==> src/rtl/dsp_pipe_flow_ctrl.sv <==
// -----------------------------------------------------------------------------
// dsp_pipe_flow_ctrl
//
// Flow-control and result-capture stage at the output end of the DSP48A1
// slice pipeline. It drives one shared clock-enable into every optional slice
// pipeline register (A/B/C/D/M/P). Alongside that enable it moves a valid bit
// through a shadow pipeline, so each operand set has a matching valid flag.
//
// When a valid result reaches the slice output, it is captured into a 2-entry
// buffer and offered on a ready/valid interface. The enable is taken away when
// the buffer is full. Downstream backpressure therefore freezes the whole
// slice instead of dropping results.
//
// Parameters
//   LATENCY   number of enabled pipeline stages between operands and P (0..4)
//   P_WIDTH   width of the P result
//
// Ports
//   clk        clock, rising edge
//   rst        asynchronous active-high reset
//   in_valid   operand set presented to the slice this cycle
//   in_ready   operand set accepted when in_valid && in_ready (same as ce_out)
//   ce_out     clock-enable for every slice pipeline register
//   p_in       P result from the slice output
//   out_valid  out_data holds a valid result
//   out_ready  downstream takes the result when out_valid && out_ready
//   out_data   head entry of the output buffer
//   idle       nothing in flight and the output buffer is empty
// -----------------------------------------------------------------------------
module dsp_pipe_flow_ctrl #(
  parameter int LATENCY = 2,
  parameter int P_WIDTH = 48
) (
  input  logic               clk,
  input  logic               rst,
  input  logic               in_valid,
  output logic               in_ready,
  output logic               ce_out,
  input  logic [P_WIDTH-1:0] p_in,
  output logic               out_valid,
  input  logic               out_ready,
  output logic [P_WIDTH-1:0] out_data,
  output logic               idle
);

  // Configuration guard: the slice only has stages for 0..4 enabled registers.
  if ((LATENCY < 0) || (LATENCY > 4)) begin : g_bad_latency
    $error("dsp_pipe_flow_ctrl: LATENCY must be within 0..4");
  end

  // Output buffer state
  logic [1:0]         r_count;
  logic               r_wptr;
  logic               r_rptr;
  logic [P_WIDTH-1:0] r_mem [2];

  // Handshake and pipeline status
  logic w_ce;
  logic w_rv;
  logic w_pipe_busy;
  logic w_push;
  logic w_pop;

  // The enable depends only on the count register. Because of that, the
  // enable has no combinational path from out_ready, in_valid or p_in. A full
  // buffer stalls the slice in the same cycle that the count reaches 2.
  assign w_ce = (r_count != 2'd2);

  // Capture the slice result when a valid slot leaves the last stage while
  // the slice is advancing. Hand the head entry out when downstream takes it.
  assign w_push = w_rv & w_ce;
  assign w_pop  = out_valid & out_ready;

  // Valid tracker: shadows the enabled slice registers one-for-one.
  if (LATENCY == 0) begin : g_lat0
    // With no registers, the result comes straight from this cycle's operands.
    assign w_rv        = in_valid;
    assign w_pipe_busy = 1'b0;
  end else begin : g_latn
    logic [LATENCY-1:0] r_vpipe;

    // Shift the valid bits on every enabled cycle and hold them on a stall.
    // Bubbles travel through the pipeline as zeros.
    always_ff @(posedge clk or posedge rst) begin
      if (rst) begin
        r_vpipe <= '0;
      end else if (w_ce) begin
        r_vpipe[0] <= in_valid;
        for (int k = 1; k < LATENCY; k++) begin
          r_vpipe[k] <= r_vpipe[k-1];
        end
      end else begin
        r_vpipe <= r_vpipe;
      end
    end

    assign w_rv        = r_vpipe[LATENCY-1];
    assign w_pipe_busy = |r_vpipe;
  end

  // Occupancy count. A push and a pop in the same cycle leave the count as it
  // is. A push can never arrive when the count is 2, because the enable is low.
  always_ff @(posedge clk or posedge rst) begin
    if (rst) begin
      r_count <= 2'd0;
    end else begin
      case ({w_push, w_pop})
        2'b10:   r_count <= r_count + 2'd1;
        2'b01:   r_count <= r_count - 2'd1;
        default: r_count <= r_count;
      endcase
    end
  end

  // Write pointer and buffer storage. The entries clear on reset so that
  // out_data reads as zero afterwards.
  always_ff @(posedge clk or posedge rst) begin
    if (rst) begin
      r_wptr <= 1'b0;
      for (int i = 0; i < 2; i++) begin
        r_mem[i] <= '0;
      end
    end else if (w_push) begin
      r_mem[r_wptr] <= p_in;
      r_wptr        <= ~r_wptr;
    end else begin
      r_wptr <= r_wptr;
    end
  end

  // Read pointer: moves to the next entry on each pop.
  always_ff @(posedge clk or posedge rst) begin
    if (rst) begin
      r_rptr <= 1'b0;
    end else if (w_pop) begin
      r_rptr <= ~r_rptr;
    end else begin
      r_rptr <= r_rptr;
    end
  end

  // Every output is decoded from registered state only. There is no bypass,
  // so a freshly pushed result appears on the next cycle.
  assign ce_out    = w_ce;
  assign in_ready  = w_ce;
  assign out_valid = (r_count != 2'd0);
  assign out_data  = r_mem[r_rptr];
  assign idle      = (r_count == 2'd0) & ~w_pipe_busy;

endmodule

==> config.mk <==
export PLATFORM = sky130hd
export DESIGN_NAME = dsp_pipe_flow_ctrl
export DESIGN_NICKNAME = d
export VERILOG_FILES = /design/src/rtl/dsp_pipe_flow_ctrl.sv
export SDC_FILE = /design/constraint.sdc
export NUM_CORES = 1
export LEC_CHECK = 0
export BUFFER_PORTS_ARGS = -buffer_cell sky130_fd_sc_hd__buf_2
export CAP_MARGIN = 15
export CORE_ASPECT_RATIO = 1.4
export CORE_MARGIN = 10
export CORE_UTILIZATION = 49
export CTS_BUF_LIST = sky130_fd_sc_hd__clkbuf_16
export CTS_CLUSTER_DIAMETER = 80
export DETAILED_ROUTE_END_ITERATION = 8
export PLACE_DENSITY = 0.76
export SYNTH_ARGS = -nofsm -noshare
export SYNTH_HDL_FRONTEND = slang
export SYNTH_SLANG_ARGS = --single-unit
export TNS_END_PERCENT = 100
==> constraint.sdc <==
create_clock -name clk -period 3.1 [get_ports clk]
set_input_delay 0.62 -clock clk [delete_from_list [all_inputs] [get_ports clk]]
set_output_delay 0.62 -clock clk [all_outputs]
set_load 0.03 [all_outputs]
; ---- Word level (Yosys, flattened, before mapping)
; Cells that the tools add are included.
[op_classes]
n_addsub = 2
n_lt_le_gt_ge = 3
n_eq_ne = 3
muxes = 7
bitwise_logic = 8
n_reduce_logical = 5
[op_table]
columns = cell, n
row1 = 48-bit two-way mux, 4
row2 = 96-bit bitwise mux, 1
row3 = 48-bit demux with 1-bit select, 1
row4 = "2-bit greater-or-equal comparator, second input constant", 2
row5 = 1-bit inverter with 2-bit output, 2
row6 = 2-bit case mux with 2 select lines, 1
row7 = 2-bit nonzero test, 2
row8 = 1-bit AND, 3
row9 = 1-bit inverter, 3
row10 = "2-bit by 1-bit adder with 2-bit output, second input constant", 1
row11 = "2-bit by 1-bit == test with 1-bit output, second input constant", 1
row12 = "2-bit == test, second input constant", 1
row13 = 2-bit zero test, 1
row14 = "2-bit by 1-bit < comparator with 1-bit output, second input constant", 1
row15 = "2-bit != test, second input constant", 1
row16 = 2-bit OR reduction, 1
row17 = "2-bit by 1-bit subtractor with 2-bit output, second input constant", 1
row18 = 1-bit logical AND, 1
[word_totals]
register_bits = 102
in_bits = 52
wordCells = 34

; ---- Logic depth before layout (Yosys ltp)
[depth]
depth_word = 6
depth_mapped = 7

; ---- Worst setup path after synthesis
; Ideal clock, no wire load.
[synth_timing]
kind = register to output
startpoint = register r_count[0]
endpoint = output port idle
t_arrival_ps = 1482
path_slack_ps = 998
stages_incl_launch_ff = 3
path_buffers = 0
cell_sequence = dfrtp_1 -> or2_2 -> nor3_1
[synth_via]
elab_chain_len = 2
[synth_rtl]
columns = item, line
row1 = "start, declared", 52  ; logic [1:0] r_count;
row2 = "start signal, assigned", 108  ; 2'b10: r_count <= r_count + 2'd1;
row3 = "start signal, assigned", 109  ; 2'b01: r_count <= r_count - 2'd1;
row4 = "start signal, assigned", 110  ; default: r_count <= r_count;
row5 = 2-bit zero test, 148  ; assign idle = (r_count == 2'd0) & ~w_pipe_busy;
row6 = 1-bit AND, 148
row7 = "end, declared", 43  ; output logic idle
; No other way between the ends.

; ---- Worst setup path in the final report
[layout_timing]
startpoint = register r_rptr
endpoint = output port out_data[40]
[layout_via]
elab_chain_len = 4
[layout_rtl]
columns = item, line
row1 = "start, declared", 54  ; logic r_rptr;
row2 = "start signal, assigned", 136  ; r_rptr <= ~r_rptr;
row3 = "start signal, assigned", 138  ; r_rptr <= r_rptr;
row4 = 1-bit inverter with 2-bit output (not written as such), 147  ; assign out_data = r_mem[r_rptr];
row5 = 48-bit two-way mux (not written as such) (3 in a row), 147
row6 = "end, declared", 42  ; output logic [P_WIDTH-1:0] out_data,
; No other way between the ends. The select of a mux whose other input is x is not followed.

==> metrics.md <==
| Metric | Value |
|---|---|
| Run status | `completed` |
| Relative slew slack | `45.8%` |
| First-pass GRT wire length | `14.8 mm` |
| Inserted Clock Buffers | `9` |
| Fmax | `454 MHz` |
| Reg2reg setup slack | `1.19 ns` |
| NumNets Final | `435` |
| Syn Nets | `333` |
| Leading area contributor after synthesis | `dfrtp_1` |
| Synthesis-to-finish area growth | `17.9%` |
| Post-place setup slack | `1.19 ns` |
| CP arrival | `1.58 ns` |
| N_diodes | `0` |
| Final WL | `9.17 mm` |
| Vias in the first global route | `2897` |
| Total grt overflow | `0` |
| Final setup margin | `0.896 ns` |
| Antenna Nets Post-Route | `0` |
| Clock root buffer master | `clkbuf_16` |
| DR WL/cell | `18.6 µm` |
| Maximum clock path buffer count | `2` |
| Startpoint types | `flip-flop` |
| Die X | `101 µm` |
| Num rows | `41` |
| H-tree Lvls | `3` |
| Synth warnings | `0` |
| Clock latency at the later pin of the worst-skew pair | `0.34 ns` |
| RSZ-0062 raised after global routing | `false` |
| Synth top area share | `56.2%` |
| Fillers | `737` |
| Clock slew at reported path FFs | `0.07 ns` |
| Vias after detailed routing | `2578` |
| Clk sink count | `102` |
| GP Congestion | `0.684` |
| Syn Inst Count | `280` |
| Boundary Pins | `104` |
| Register area share after synthesis | `56.2%` |
| DRC violations left | `0` |
| Pre-antenna DRT Iters | `3` |
| Worst Hold Class | `primary input to async pin` |
| Core area | `9030 µm²` |
| Starting Density | `50.3%` |
| Critical path required time | `2.48 ns` |
| Share of cells above drive strength 1 | `70.0%` |
| Most frequent cells in the layout | `mux2_2, buf_2, dfrtp_1` |
| GRT Total Usage | `13.8%` |
| Crit Path Class | `flip-flop to output port` |
| Post-Route Setup TNS | `0 ns` |
| Dpl hpwl | `6.39 mm` |
| Final Skew | `0.00633 ns` |
| Initial antenna violation count | `0` |
| Synth Cell Area | `4540 µm²` |
| Die span in y | `134 µm` |
| Drt initial violations | `78` |
| Largest net degree at the start of global routing | `71` |
| Max Cap Viol | `0` |
| Flip-flop and latch count after synthesis | `102` |
| Mean Syn Cell Area | `16.2 µm²` |
| Hold-fix buffers, CTS | `0` |
| Most common cell after layout, fill and taps aside | `mux2_2` |
| CTS tree | `built` |
| Count of final setup violators | `0` |
| Top cells by area, synth | `dfrtp_1, mux2_2, mux2_4, buf_6, buf_12` |
| CP endpoint kind | `output port` |
| PostCTS Resize Cnt | `0` |
| Vias/cell | `5.22` |
| Final Hold Vio Count | `0` |
| Worst slew pin tran | `0.813 ns` |
| Setup Fix Bufs, Post-CTS | `0` |
| IO buf count | `103` |
| Tmin final | `2.20 ns` |
| Count of final max-slew check failures | `0` |
| Die area | `13600 µm²` |
| Final Cycle Share | `71.1%` |
| Post-synthesis cell type count | `22` |
| CP max FO | `24` |
[cell families after synthesis]
group / count (synthesis) / synth area share (%)
flops: 102 / 56.2
simple gates: 8 / 1.35
fa+ha+maj: 1 / 0.275
buf+inv: 18 / 3.39
xor+xnor: 5 / 0.964
mux: 146 / 37.8
[cell usage after synthesis]
master    number
and2_1         1
and3_4         1
buf_1          2
buf_12         2
buf_2          4
buf_4          3
buf_6          5
clkbuf_1       1
dfrtp_1      102
ha_1           1
inv_1          1
mux2_1         1
mux2_2       125
mux2_4        20
nand2_1        1
nand2b_4       1
nand3b_2       1
nor2_1         1
nor3_1         1
or2_2          1
xnor2_1        3
xor2_1         2
[layer usage]
layer / up-vias / wire length [µm] / track usage (%)
met5: - / 0 / 0
met4: 0 / 168 / 7.22
met3: 11 / 524 / 3.55
met2: 58 / 4950 / 23.6
met1: 1305 / 3520 / 15.2
li1: 1204 / - / -
[final cells by class]
cell class | instances | area, µm² | share of cell area, %
clock buffer | 9 | 225 | 4.21
multi-input combinational | 160 | 1840 | 34.3
sequential | 102 | 2550 | 47.7
timing repair buffer | 108 | 566 | 10.6
clock inverter | 7 | 32.5 | 0.607
inverter | 1 | 7.51 | 0.140
tap | 107 | 134 | 2.50
[per-stage QoR]
stage	cells	utilization [%]	cell area, µm²	hold WS, ns
4_1_cts	494	59.3	5360	0.421
5_1_grt	494	59.3	5360	0.453
2_1_floorplan	280	-	4550	0.460
3_5_place_dp	478	56.5	5100	0.483
3_3_place_gp	478	56.5	5100	0.469
6_report	494	59.3	5360	0.402
[sequential cells by signal, indices dropped and copies added (netlist names)]
register	count
r_mem	96
g_latn.r_vpipe	2
r_count	2
r_rptr	1
r_wptr	1
[final timing paths]
kind | endpoint | cells past startpoint | from
setup / recovery | out_data[40] | 3 | r_rptr$_DFFE_PP0P_
max in group asynchronous | r_rptr$_DFFE_PP0P_ | 3 | rst
hold reg to reg | r_wptr$_DFFE_PP0N_ | 1 | r_wptr$_DFFE_PP0N_
min in group clk | r_wptr$_DFFE_PP0N_ | 1 | r_wptr$_DFFE_PP0N_
hold / removal | r_mem[71]$_DFFE_PP0P_ | 2 | rst
setup reg to reg | r_mem[5]$_DFFE_PP0P_ | 3 | r_count[0]$_DFFE_PP0P_
[critical path, stage by stage (launching register included)]
cell and delay (ns):
dfrtp_2 0.35, buf_4 0.31, mux2_2 0.39, buf_2 0.18
Power is left out: the tool's default activity adds up to more than one toggle a clock period on the data nets, which glitch-free logic cannot reach.
